[src/rtl/counter_pkg.sv]
// ---------------------------------------------------------------------------
// counter_pkg
//   Shared definitions for the mod_counter family.
//   - DIR_UP / DIR_DOWN : encoding of the dir input
//   - MODE_WRAP / MODE_SAT : values of the SATURATE parameter
//   - step_action_e : what the core does with the count on a given edge
//   - clog2 / presc_width : sizing helpers for the prescaler register
// ---------------------------------------------------------------------------
package counter_pkg;

    localparam logic DIR_UP    = 1'b1;
    localparam logic DIR_DOWN  = 1'b0;

    localparam bit   MODE_WRAP = 1'b0;
    localparam bit   MODE_SAT  = 1'b1;

    // One decision per edge; reset is handled separately in the state register.
    typedef enum logic [2:0] {
        ACT_HOLD,
        ACT_CLEAR,
        ACT_LOAD,
        ACT_INC,
        ACT_DEC,
        ACT_WRAP_TO_MIN,
        ACT_WRAP_TO_MAX,
        ACT_BLOCK
    } step_action_e;

    // Ceiling log2 of value; returns 0 for value <= 1.
    function automatic int clog2(input int value);
        int result;
        int remaining;
        result    = 0;
        remaining = value - 1;
        while (remaining > 0) begin
            result    = result + 1;
            remaining = remaining >> 1;
        end
        return result;
    endfunction

    // A prescaler always needs at least one bit so the register stays legal
    // even when the ratio is 1 and it never leaves zero.
    function automatic int presc_width(input int div);
        return (div <= 1) ? 1 : clog2(div);
    endfunction

endpackage

[src/rtl/mod_counter_prescaler.sv]
// ---------------------------------------------------------------------------
// mod_counter_prescaler
//   Divides the count enable by DIV: produces one step strobe for every DIV
//   enabled cycles. The phase is frozen while en is low.
// Ports
//   clk       in   rising-edge clock
//   rst_n     in   synchronous active-low reset
//   en        in   count enable; the prescaler only advances while high
//   clr_sync  in   synchronous restart of the prescaler phase
//   step      out  combinational strobe, high on the last enabled cycle of a period
// ---------------------------------------------------------------------------
module mod_counter_prescaler
    import counter_pkg::*;
#(
    parameter int unsigned DIV = 1
) (
    input  logic clk,
    input  logic rst_n,
    input  logic en,
    input  logic clr_sync,
    output logic step
);

    localparam int unsigned W = presc_width(DIV);
    localparam logic [W-1:0] LAST = W'(DIV - 1);

    logic [W-1:0] presc_q;
    logic [W-1:0] presc_nxt;

    // The step fires on the enabled cycle that completes a period, so the
    // count moves on the same edge the prescaler returns to zero.
    assign step = en & (presc_q == LAST);

    // Next phase: restart on clear, advance only while enabled, and roll back
    // to zero on the step cycle. With DIV == 1 LAST is 0, so this stays 0.
    always_comb begin
        presc_nxt = presc_q;
        if (clr_sync) begin
            presc_nxt = '0;
        end else if (en) begin
            presc_nxt = step ? '0 : presc_q + W'(1);
        end
    end

    // Phase register with synchronous reset.
    always_ff @(posedge clk) begin
        if (!rst_n) begin
            presc_q <= '0;
        end else begin
            presc_q <= presc_nxt;
        end
    end

endmodule

[src/rtl/mod_counter.sv]
// ---------------------------------------------------------------------------
// mod_counter
//   Up/down modulo counter (range 0..MAX) with enable prescaler, synchronous
//   clear and load, wrap or saturate behaviour at the bounds, a registered
//   one-cycle wrap pulse and a sticky overflow flag.
// Parameters
//   N         count width in bits
//   MAX       terminal value, count range 0..MAX
//   DIV       prescale ratio, one step per DIV enabled cycles
//   SATURATE  MODE_WRAP: wrap at the bounds, MODE_SAT: hold at the bounds
// Ports
//   clk    in   rising-edge clock
//   rst_n  in   synchronous active-low reset
//   en     in   count enable (gates the prescaler)
//   dir    in   1 counts up, 0 counts down
//   clr    in   synchronous clear of count, prescaler and ovf
//   load   in   synchronous load of d (clamped to MAX)
//   d      in   load value
//   count  out  current count (registered)
//   tc     out  terminal count in the current direction (combinational)
//   wrap   out  one-cycle pulse after an edge that crossed a bound
//   ovf    out  sticky: set on any wrap or blocked saturating step
// ---------------------------------------------------------------------------
module mod_counter
    import counter_pkg::*;
#(
    parameter int unsigned N        = 4,
    parameter int unsigned MAX      = 9,
    parameter int unsigned DIV      = 1,
    parameter bit          SATURATE = MODE_WRAP
) (
    input  logic         clk,
    input  logic         rst_n,
    input  logic         en,
    input  logic         dir,
    input  logic         clr,
    input  logic         load,
    input  logic [N-1:0] d,
    output logic [N-1:0] count,
    output logic         tc,
    output logic         wrap,
    output logic         ovf
);

    localparam logic [N-1:0] MAX_V = N'(MAX);

    logic         step;
    logic         at_max;
    logic         at_zero;
    logic [N-1:0] load_val;
    step_action_e action;

    logic [N-1:0] count_q;
    logic [N-1:0] count_nxt;
    logic         wrap_q;
    logic         wrap_nxt;
    logic         ovf_q;
    logic         ovf_nxt;

    // Both clear and load restart the prescaler phase.
    mod_counter_prescaler #(
        .DIV (DIV)
    ) u_prescaler (
        .clk      (clk),
        .rst_n    (rst_n),
        .en       (en),
        .clr_sync (clr | load),
        .step     (step)
    );

    // Bounds are tested before any +/-1, so the arithmetic never needs an
    // extra carry bit and the count can never leave 0..MAX.
    assign at_max   = (count_q == MAX_V);
    assign at_zero  = (count_q == '0);
    assign load_val = (d > MAX_V) ? MAX_V : d;

    assign count = count_q;
    assign tc    = (dir == DIR_UP) ? at_max : at_zero;
    assign wrap  = wrap_q;
    assign ovf   = ovf_q;

    // Decide what this edge does: clear beats load beats step, and a step at
    // a bound either wraps or is blocked depending on the mode.
    always_comb begin
        action = ACT_HOLD;
        if (clr) begin
            action = ACT_CLEAR;
        end else if (load) begin
            action = ACT_LOAD;
        end else if (step) begin
            if (dir == DIR_UP) begin
                if (!at_max) begin
                    action = ACT_INC;
                end else if (SATURATE == MODE_SAT) begin
                    action = ACT_BLOCK;
                end else begin
                    action = ACT_WRAP_TO_MIN;
                end
            end else begin
                if (!at_zero) begin
                    action = ACT_DEC;
                end else if (SATURATE == MODE_SAT) begin
                    action = ACT_BLOCK;
                end else begin
                    action = ACT_WRAP_TO_MAX;
                end
            end
        end
    end

    // Turn the chosen action into next-state values. wrap defaults low so it
    // is only ever a single-cycle pulse; ovf holds unless set or cleared.
    always_comb begin
        count_nxt = count_q;
        wrap_nxt  = 1'b0;
        ovf_nxt   = ovf_q;
        unique case (action)
            ACT_CLEAR: begin
                count_nxt = '0;
                ovf_nxt   = 1'b0;
            end
            ACT_LOAD: begin
                count_nxt = load_val;
            end
            ACT_INC: begin
                count_nxt = count_q + N'(1);
            end
            ACT_DEC: begin
                count_nxt = count_q - N'(1);
            end
            ACT_WRAP_TO_MIN: begin
                count_nxt = '0;
                wrap_nxt  = 1'b1;
                ovf_nxt   = 1'b1;
            end
            ACT_WRAP_TO_MAX: begin
                count_nxt = MAX_V;
                wrap_nxt  = 1'b1;
                ovf_nxt   = 1'b1;
            end
            ACT_BLOCK: begin
                ovf_nxt   = 1'b1;
            end
            default: begin
                count_nxt = count_q;
            end
        endcase
    end

    // Count and flag registers; reset dominates everything else.
    always_ff @(posedge clk) begin
        if (!rst_n) begin
            count_q <= '0;
            wrap_q  <= 1'b0;
            ovf_q   <= 1'b0;
        end else begin
            count_q <= count_nxt;
            wrap_q  <= wrap_nxt;
            ovf_q   <= ovf_nxt;
        end
    end

endmodule
[config.mk]
export PLATFORM = sky130hd
export DESIGN_NAME = mod_counter
export DESIGN_NICKNAME = d
export VERILOG_FILES = /design/src/rtl/counter_pkg.sv /design/src/rtl/mod_counter_prescaler.sv /design/src/rtl/mod_counter.sv
export SDC_FILE = /design/constraint.sdc
export NUM_CORES = 1
export LEC_CHECK = 0
export BUFFER_PORTS_ARGS = -buffer_cell sky130_fd_sc_hd__buf_2
export CAP_MARGIN = 20
export CORE_AREA = 4 4 41 43
export CTS_CLUSTER_SIZE = 24
export DETAILED_ROUTE_END_ITERATION = 16
export DIE_AREA = 0 0 45 47
export PLACE_DENSITY_LB_ADDON = 0.25
export SYNTH_ARGS = -nofsm -noshare
export SYNTH_HDL_FRONTEND = slang
export SYNTH_SLANG_ARGS = --single-unit
[constraint.sdc]
create_clock -name clk -period 2.3 [get_ports clk]
set_clock_uncertainty 0.2 [all_clocks]
set_input_delay 0.115 -clock clk [delete_from_list [all_inputs] [get_ports clk]]
set_output_delay 0.115 -clock clk [all_outputs]
set_load 0.01 [all_outputs]
# After elaboration in Yosys (flattened, before gate mapping)
# Cells that the tools add are included.
# Widths: inputs -> output; s select.
[classes]
n_addsub = 3
order_cmp = 1
eq_ne = 8
mux = 12
bitwise_logic = 4
reduce_logical = 7
[ops]
columns = ["operator", "count"]
rows = [
  ["$pmux 4 s5", 1],
  ["$mux 3", 5],
  ["$eq 3x3->1 const B", 4],
  ["$eq 3x2->1 const B", 2],
  ["$reduce_or 2->1", 3],
  ["$reduce_bool 5->1", 1],
  ["$add 4x1->4 const B", 1],
  ["$eq 4x4->1 const B", 1],
  ["$gt 4x4->1 const B", 1],
  ["$logic_not 4->1", 1],
  ["$mux 4", 1],
  ["$sub 4x1->4 const B", 1],
  ["$eq 3x1->1 const B", 1],
  ["$mux 1", 3],
  ["$reduce_or 3->1", 1],
  ["$mux 2", 1],
  ["$not 1->1", 2],
  ["$pmux 1 s2", 1],
  ["$reduce_bool 2->1", 1],
  ["$add 1x1->1 const B", 1],
  ["$and 1x1->1", 1],
  ["$or 1x1->1", 1],
]
[word_totals]
register_bits = 7
inputBits = 10
out_inout_bits = 7
elab_cells = 39

# Longest topological paths before layout
# Gate-level depths: netlist of the first run.
[logic_depth]
depth_word = 9
depth_mapped = 9

# Modules after synthesis
# Synthesis of the first run repeated with hierarchy kept, for this count alone.
[unflattened]
hier_cells = 59
area_unflattened_um2 = 509.2
[by_module_without_submodules]
columns = ["module", "instances", "cells_each", "area_per_inst_um2"]
rows = [
  ["mod_counter", 1, 56, 470.5],
  ["mod_counter_prescaler", 1, 3, 38.8],
]

# Least setup slack after synthesis of the first run
# OpenSTA, ideal clock, no wires.
[synth_path]
kind = "register to register"
from = "register count_q[0], in the netlist count[0]"
to = "register count_q[3], in the netlist count[3]"
t_arrival_ps = 1945
t_required_ps = 2008
slack_ps = 62
path_stages_with_launch = 8
cell_sequence = "dfxtp_1 or4_1 nor3b_1 ha_1 a21o_1 a21oi_1 xnor2_1 o32ai_1"
[synth_between]
elab_chain_len = 9
word_cells_on_any_way = 19
classes_between = "add/sub (2); eq/ne (7); mux (7); reduce/logical (3)"
[synth_lines]
columns = ["element", "line_no", "text"]
rows = [
  ["from (decl)", "mod_counter.sv:53", "logic [N-1:0] count_q;"],
  ["from (signal assigned)", "mod_counter.sv:157", "count_q <= count_nxt;"],
  ["$eq 4x4->1 / $logic_not 4->1 (equally long branches)", "mod_counter.sv:73, mod_counter.sv:74", ""],
  ["$mux 3 / $mux 2 (equally long branches)", "mod_counter.sv:92, mod_counter.sv:100", ""],
  ["$mux 3", "mod_counter.sv:91", "if (dir == DIR_UP) begin"],
  ["$mux 3", "mod_counter.sv:90", "end else if (step) begin"],
  ["$mux 3", "mod_counter.sv:88", "end else if (load) begin"],
  ["$mux 3", "mod_counter.sv:86", "if (clr) begin"],
  ["$eq 3x3->1 / $eq 3x1->1 (equally long branches)", "mod_counter.sv:117", "unique case (action)"],
  ["$reduce_or 2->1 (no source line)", "-", ""],
  ["$pmux 4 s5 / $reduce_bool 5->1 (equally long branches)", "-", ""],
]
# Parallel ways exist; a longest one is shown, timed or not.
# A chain may end at the register's enable or synchronous reset.

# Final worst setup path of the first run
[layout_path]
from = "register count_q[3], in the netlist count[3]"
to = "register count_q[3], in the netlist count[3]"
# Same word-level chain as after synthesis.

==> qor.csv, run 1 <==
metric;value;unit
synthesized cell area;485;µm²
most frequent cells in the layout;16 x buf_2, 7 x dfxtp_1, 6 x buf_4;
WHS;0.0139;ns
hpwl dp;950;µm
io pins;17;
die height;47;µm
r2r worst-path depth;7;
Fmax;0.454;GHz
Pre-antenna DRT Iters;4;
Worst-Margin Slew;0.267;ns
Req. time, crit path;2.27;ns
synthesis-stage register bit count;7;
n_diodes;0;
status;finished clean;
RR Startpoint;count[3];
min Tclk post-route;2.20;ns
clock network fraction of total power;0.346;
Max FO, Critical Path;3;
Sw Share;0.288;
final core utilization;0.537;
Post-Synthesis Cells;54;
syn_area_per_cell;8.99;µm²
initial antenna violation count;0;
dominant cells by area after synthesis;dfxtp_1 29%, ha_1 5.2%, fa_1 4.1%;
clk slew on worst S/H paths;0.05;ns
Cell Int Power;0.237;mW
Nets;96;
Inserted Clock Buffers;3;
number of core rows;13;
Reg-to-Reg End;count[3];
clock latency on the worst-skew pair;0.26;ns
die area;2120;µm²
layout cells sized above 1;0.390;
CTS tree;done;
final hold violations;0;
drt total wl;1.26;mm
Layout area overhead;43.8;%
# Max-Cap Violations;0;
via count;502;
IO Port Bufs;16;
non-filler cells, final;97;
DR iter-0 viols;5;
Yosys cell types;36;
GP Congestion;0.722;
vias per cell;5.18;
final worst-path cycle share;0.958;
Hold Path Class;in2reg;
Setup crit end;count[3];
type of origin of the critical path;flip-flop;
floorplan core area;1300;µm²
Clock Tree Root;clkbuf_4;
Reg power frac;0.385;
Crit. End Element;flip-flop;
share of the synthesized area in the top cell type;0.289;
Combinational Power Share;0.269;
pwr dens;478;nW/µm²
Reg2Reg Setup Slack;0.1;ns
critical path class;reg2reg;
vias in the first global route;539;
clk buf depth;2;
CP arrival;2.18;ns
post-synthesis sequential area ratio;0.289;
GR Util All Layers;0.153;
Yosys top cell by area;dfxtp_1;
ANT nets after route;0;
final slew viol count;0;
NetSw;0.0959;mW
Clock Sinks;7;
DRC Markers;0;
first-pass GRT wire length;2.26;mm
VDD IR-drop max;293;µV
largest net degree at the start of global routing;10;
H-tree depth;1;
Leakage;0.338;nW
most common cell after layout, fill and taps aside;buf_2;
final-report setup violation count;0;
routed len/inst;13.0;µm
Net Count, Synth;67;
die width;45;µm
synth warn;0;
critical path startpoint;count[3];
Max transition margin;0.820;
Starting Density;0.373;
placed cell count;90;
total global routing overflow;0;
RSZ-0062 raised after global routing;true;
stage by stage:
step	power, mW	TNS (ns)	instance area (µm²)	worst slack [ns]
floorplan	0.177	0	485	0.0625
global placement	0.210	0	618	0.00969
detailed placement	0.210	-0.0500	618	-0.0500
CTS	0.334	0	679	0.0365
global route	0.355	0	698	0.00380
finish	0.333	0	698	0.0956
repair_timing:
action,in CTS,in global routing
buffers inserted,0,0
hold buffers,3,0
endpoints found under the hold margin,4,0
setup endpoints to repair,1,1
resized for setup,1,4
cloned,0,0
registers in the layout, summed over array words and instances, names as in the netlist:
register             flops
ovf                      1
count                    4
wrap                     1
u_prescaler.presc_q      1
synthesized netlist by cell type:
cell type,instances
nand2b_1,2
and3_1,1
dfxtp_1,7
or3b_1,1
o21ai_2,1
nor3_1,1
nand3_1,1
a31oi_1,1
a211oi_1,1
o32ai_1,1
nor4b_1,1
inv_1,2
a21o_1,1
fa_1,1
nand2_1,2
o31ai_1,1
xor2_1,2
o311ai_1,1
nor3b_1,2
nand3b_1,2
inv_2,1
a21oi_1,3
ha_1,2
or3_1,1
xnor2_1,1
nor3b_4,1
o21a_1,1
nor2b_1,1
or4_1,1
nand2b_2,1
a22oi_1,1
nor2_1,3
o21ai_0,2
buf_6,1
o21ai_1,1
o41ai_1,1
critical path, cell delays in order (launching register included):
cell,delay [ns]
dfxtp_1,0.31
or4_4,0.54
nor3b_4,0.18
ha_1,0.27
a21o_1,0.19
a21oi_2,0.14
xnor2_1,0.09
o32ai_1,0.21
area by class of cell:
| type | instances | area, µm² |
|---|---|---|
| fillers | 133 | 603 |
| multi-input cells | 43 | 347 |
| repair buffers | 25 | 155 |
| flip-flops and latches | 7 | 140 |
| clock buffers | 4 | 26.3 |
| well taps | 15 | 18.8 |
| inverters | 3 | 11.3 |
routing by layer:
layer / up-vias / routed length (µm) / global-route usage
met5: - / 0 / 0
met4: 0 / 27 / 0.105
met3: 5 / 94 / 0.0613
met2: 15 / 576 / 0.232
met1: 224 / 560 / 0.177
li1: 258 / - / -
how the worst min path moves through the flow:
| stage | start | to | slack (ns) | cells after the start |
|---|---|---|---|---|
| final | d[3] | count[2] | 0.01 | 4 |
| after global routing | d[3] | count[2] | 0.04 | 4 |
| after CTS | d[3] | count[2] | 0.004 | 4 |
| after detailed placement | en | u_prescaler.presc_q | 0.12 | 2 |
| after global placement | en | u_prescaler.presc_q | 0.11 | 2 |
| after floorplan | en | u_prescaler.presc_q | -0.008 | 1 |
logic make-up (layout without fill, tap and decap cells):
group / count (synthesis) / in the layout / share of synthesized area
DFF: 7 / 7 / 0.289
xor gates and xnor gates: 3 / 3 / 0.0541
adders and majority gates: 3 / 3 / 0.0928
AOI/OAI and AO/OA: 16 / 16 / 0.224
and+or+nand+nor: 21 / 21 / 0.294
buffers and inverters: 4 / 32 / 0.0464
power by group through the flow:
| stage | logic, mW | registers [mW] | clock network [mW] |
|---|---|---|---|
| after global placement | 0.0799 | 0.130 | 0 |
| final | 0.0896 | 0.128 | 0.115 |
| after CTS | 0.0845 | 0.128 | 0.122 |
| after floorplan | 0.0413 | 0.136 | 0 |
| after global routing | 0.101 | 0.129 | 0.125 |
| after detailed placement | 0.0796 | 0.131 | 0 |
No activity file was read; power rests on OpenSTA's default activity.
==> run 2, diff against run 1 <==
==> constraint.sdc (replaced) <==
create_clock -name clk -period 2.71 [get_ports clk]
set_clock_uncertainty 0.2 [all_clocks]
set_input_delay 0.1355 -clock clk [delete_from_list [all_inputs] [get_ports clk]]
set_output_delay 0.1355 -clock clk [all_outputs]
set_load 0.01 [all_outputs]
==> run 2 against run 1 <==
Effect of this change: design area is 7.7% lower; flip-flop and latch count unchanged; cell count is 5.2% lower; register-to-register slack better by 0.23 ns; combinational power fell by 34%; clock-buffer cell count is the same; setup slack improved by 0.14 ns; wire length is 6.4% lower; total power down 19%; highest routed layer unchanged.
==> qor.csv, run 2 (same netlist as run 1, synthesis figures left out) <==
metric;value;unit;change
DRC Markers;0;;unchanged
status;finished clean;;unchanged
Reg power frac;0.419;;was 0.385
critical path startpoint;en;;was count[3]
floorplan core area;1300;µm²;unchanged
hold path depth;4;;unchanged
H-tree depth;1;;unchanged
via count;498;;was 502
Setup crit end;count[3];;unchanged
Crit. End Element;flip-flop;;unchanged
pwr dens;419;nW/µm²;was 478 nW/µm²
clk buf depth;2;;unchanged
n_diodes;0;;unchanged
layout cells sized above 1;0.312;;was 0.390
r2r worst-path depth;7;;unchanged
die height;47;µm;unchanged
CP arrival;2.43;ns;was 2.18 ns
number of core rows;13;;unchanged
RSZ-0062 raised after global routing;false;;was true
clock network fraction of total power;0.361;;was 0.346
drt total wl;1.18;mm;was 1.26 mm
die width;45;µm;unchanged
final slew viol count;0;;unchanged
type of origin of the critical path;input port;;was flip-flop
Fmax;0.405;GHz;
vias in the first global route;440;;was 539
most frequent cells in the layout;16 x buf_2, 7 x dfxtp_1, 4 x dlygate4sd3_1;;was 16 x buf_2, 7 x dfxtp_1, 6 x buf_4
Combinational Power Share;0.220;;was 0.269
final-report setup violation count;0;;unchanged
IO Port Bufs;16;;unchanged
die area;2120;µm²;unchanged
ANT nets after route;0;;unchanged
clk slew on worst S/H paths;0.06;ns;was 0.05 ns
postcts setup bufs;0;;unchanged
Inserted Clock Buffers;3;;unchanged
Pre-antenna DRT Iters;4;;unchanged
Layout area overhead;32.7;%;was 43.8%
total global routing overflow;0;;unchanged
Req. time, crit path;2.67;ns;was 2.27 ns
initial antenna violation count;0;;unchanged
Clock Tree Root;clkbuf_4;;unchanged
total power;0.270;mW;was 0.333 mW
clock latency on the worst-skew pair;0.26;ns;about the same
vias per cell;5.41;;was 5.18
io pins;17;;unchanged
Hold Path Class;in2reg;;unchanged
VDD IR-drop max;311;µV;was 293 µV
Reg-to-Reg End;count[3];;unchanged
Cell Int Power;0.192;mW;was 0.237 mW
Reg2Reg Setup Slack;0.33;ns;was 0.1 ns
Nets;91;;was 96
Sw Share;0.289;;was 0.288
RR Startpoint;count[0];;was count[3]
Leakage;0.303;nW;was 0.338 nW
DR iter-0 viols;18;;was 5
Max FO, Critical Path;6;;was 3
Max transition margin;0.800;;was 0.820
# Max-Cap Violations;0;;unchanged
largest net degree at the start of global routing;11;;was 10
critical path class;in2reg;;was reg2reg
Clock Sinks;7;;unchanged
hpwl dp;879;µm;was 950 µm
GP Congestion;0.800;;was 0.722
final worst-path cycle share;0.911;;
Final TNS setup;0;ns;unchanged
CTS tree;done;;unchanged
min Tclk post-route;2.47;ns;
Starting Density;0.373;;unchanged
routed len/inst;12.8;µm;was 13.0 µm
most common cell after layout, fill and taps aside;buf_2;;unchanged
NetSw;0.0781;mW;was 0.0959 mW
WHS;0.0251;ns;was 0.0139 ns
first-pass GRT wire length;2.01;mm;was 2.26 mm
Largest register FFs;4;;unchanged
Worst-Margin Slew;0.296;ns;was 0.267 ns
GR Util All Layers;0.133;;was 0.153
final hold violations;0;;unchanged
run 2: worst max-delay path: stages:
cell and delay, ns:
dlygate4sd3_1 0.52, buf_2 0.11, nor3b_4 0.30, nand2b_2 0.12
nor3b_2 0.28, ha_1 0.28, a21o_1 0.17, a21oi_1 0.17
xnor2_1 0.09, o32ai_1 0.24
run 2: routing by layer:
metal  GRT usage  vias to the layer above  routed length (µm)
met1       0.174                      237                 537
met3      0.0805                        2                  78
met2       0.186                       11                 557
met5           0                        -                   0
li1            -                      248                   -
met4      0.0292                        0                   4
run 2: how the worst min path moves through the flow:
stage	slack (ns)	to	from
final	0.03	count[2]	d[3]
after floorplan	0.01	u_prescaler.presc_q	en
after global placement	0.13	u_prescaler.presc_q	en
after detailed placement	0.13	u_prescaler.presc_q	en
after CTS	0.02	count[2]	d[3]
after global routing	0.04	count[2]	d[3]
run 2: final cells by class:
type                    count  area (µm²)
well taps                  15        18.8
clock buffers               4        26.3
repair buffers             20         120
fillers                   136         657
inverters                   3        11.3
flip-flops and latches      7         140
multi-input cells          43         328
run 2: stage by stage:
stage | setup WS [ns] | instances | util | instance area (µm²)
2_1_floorplan | 0.472 | 54 | - | 485
5_1_grt | 0.0704 | 92 | 0.495 | 644
6_report | 0.240 | 92 | 0.495 | 644
3_5_place_dp | 0.279 | 84 | 0.440 | 573
4_1_cts | 0.0798 | 92 | 0.491 | 639
3_3_place_gp | 0.308 | 84 | 0.440 | 573
run 2: power by group through the flow:
stage,clock network (mW),registers (mW),logic (mW)
floorplan,0,0.116,0.0351
global placement,0,0.115,0.0553
detailed placement,0,0.115,0.0554
CTS,0.104,0.113,0.0596
global route,0.115,0.114,0.0681
finish,0.0976,0.113,0.0595
run 2: what timing repair did:
action                                  in CTS  in global routing
endpoints found under the hold margin        3                  0
endpoints found under the setup margin       0                  1
gates resized for setup                      0                  1
hold buffers                                 4                  0
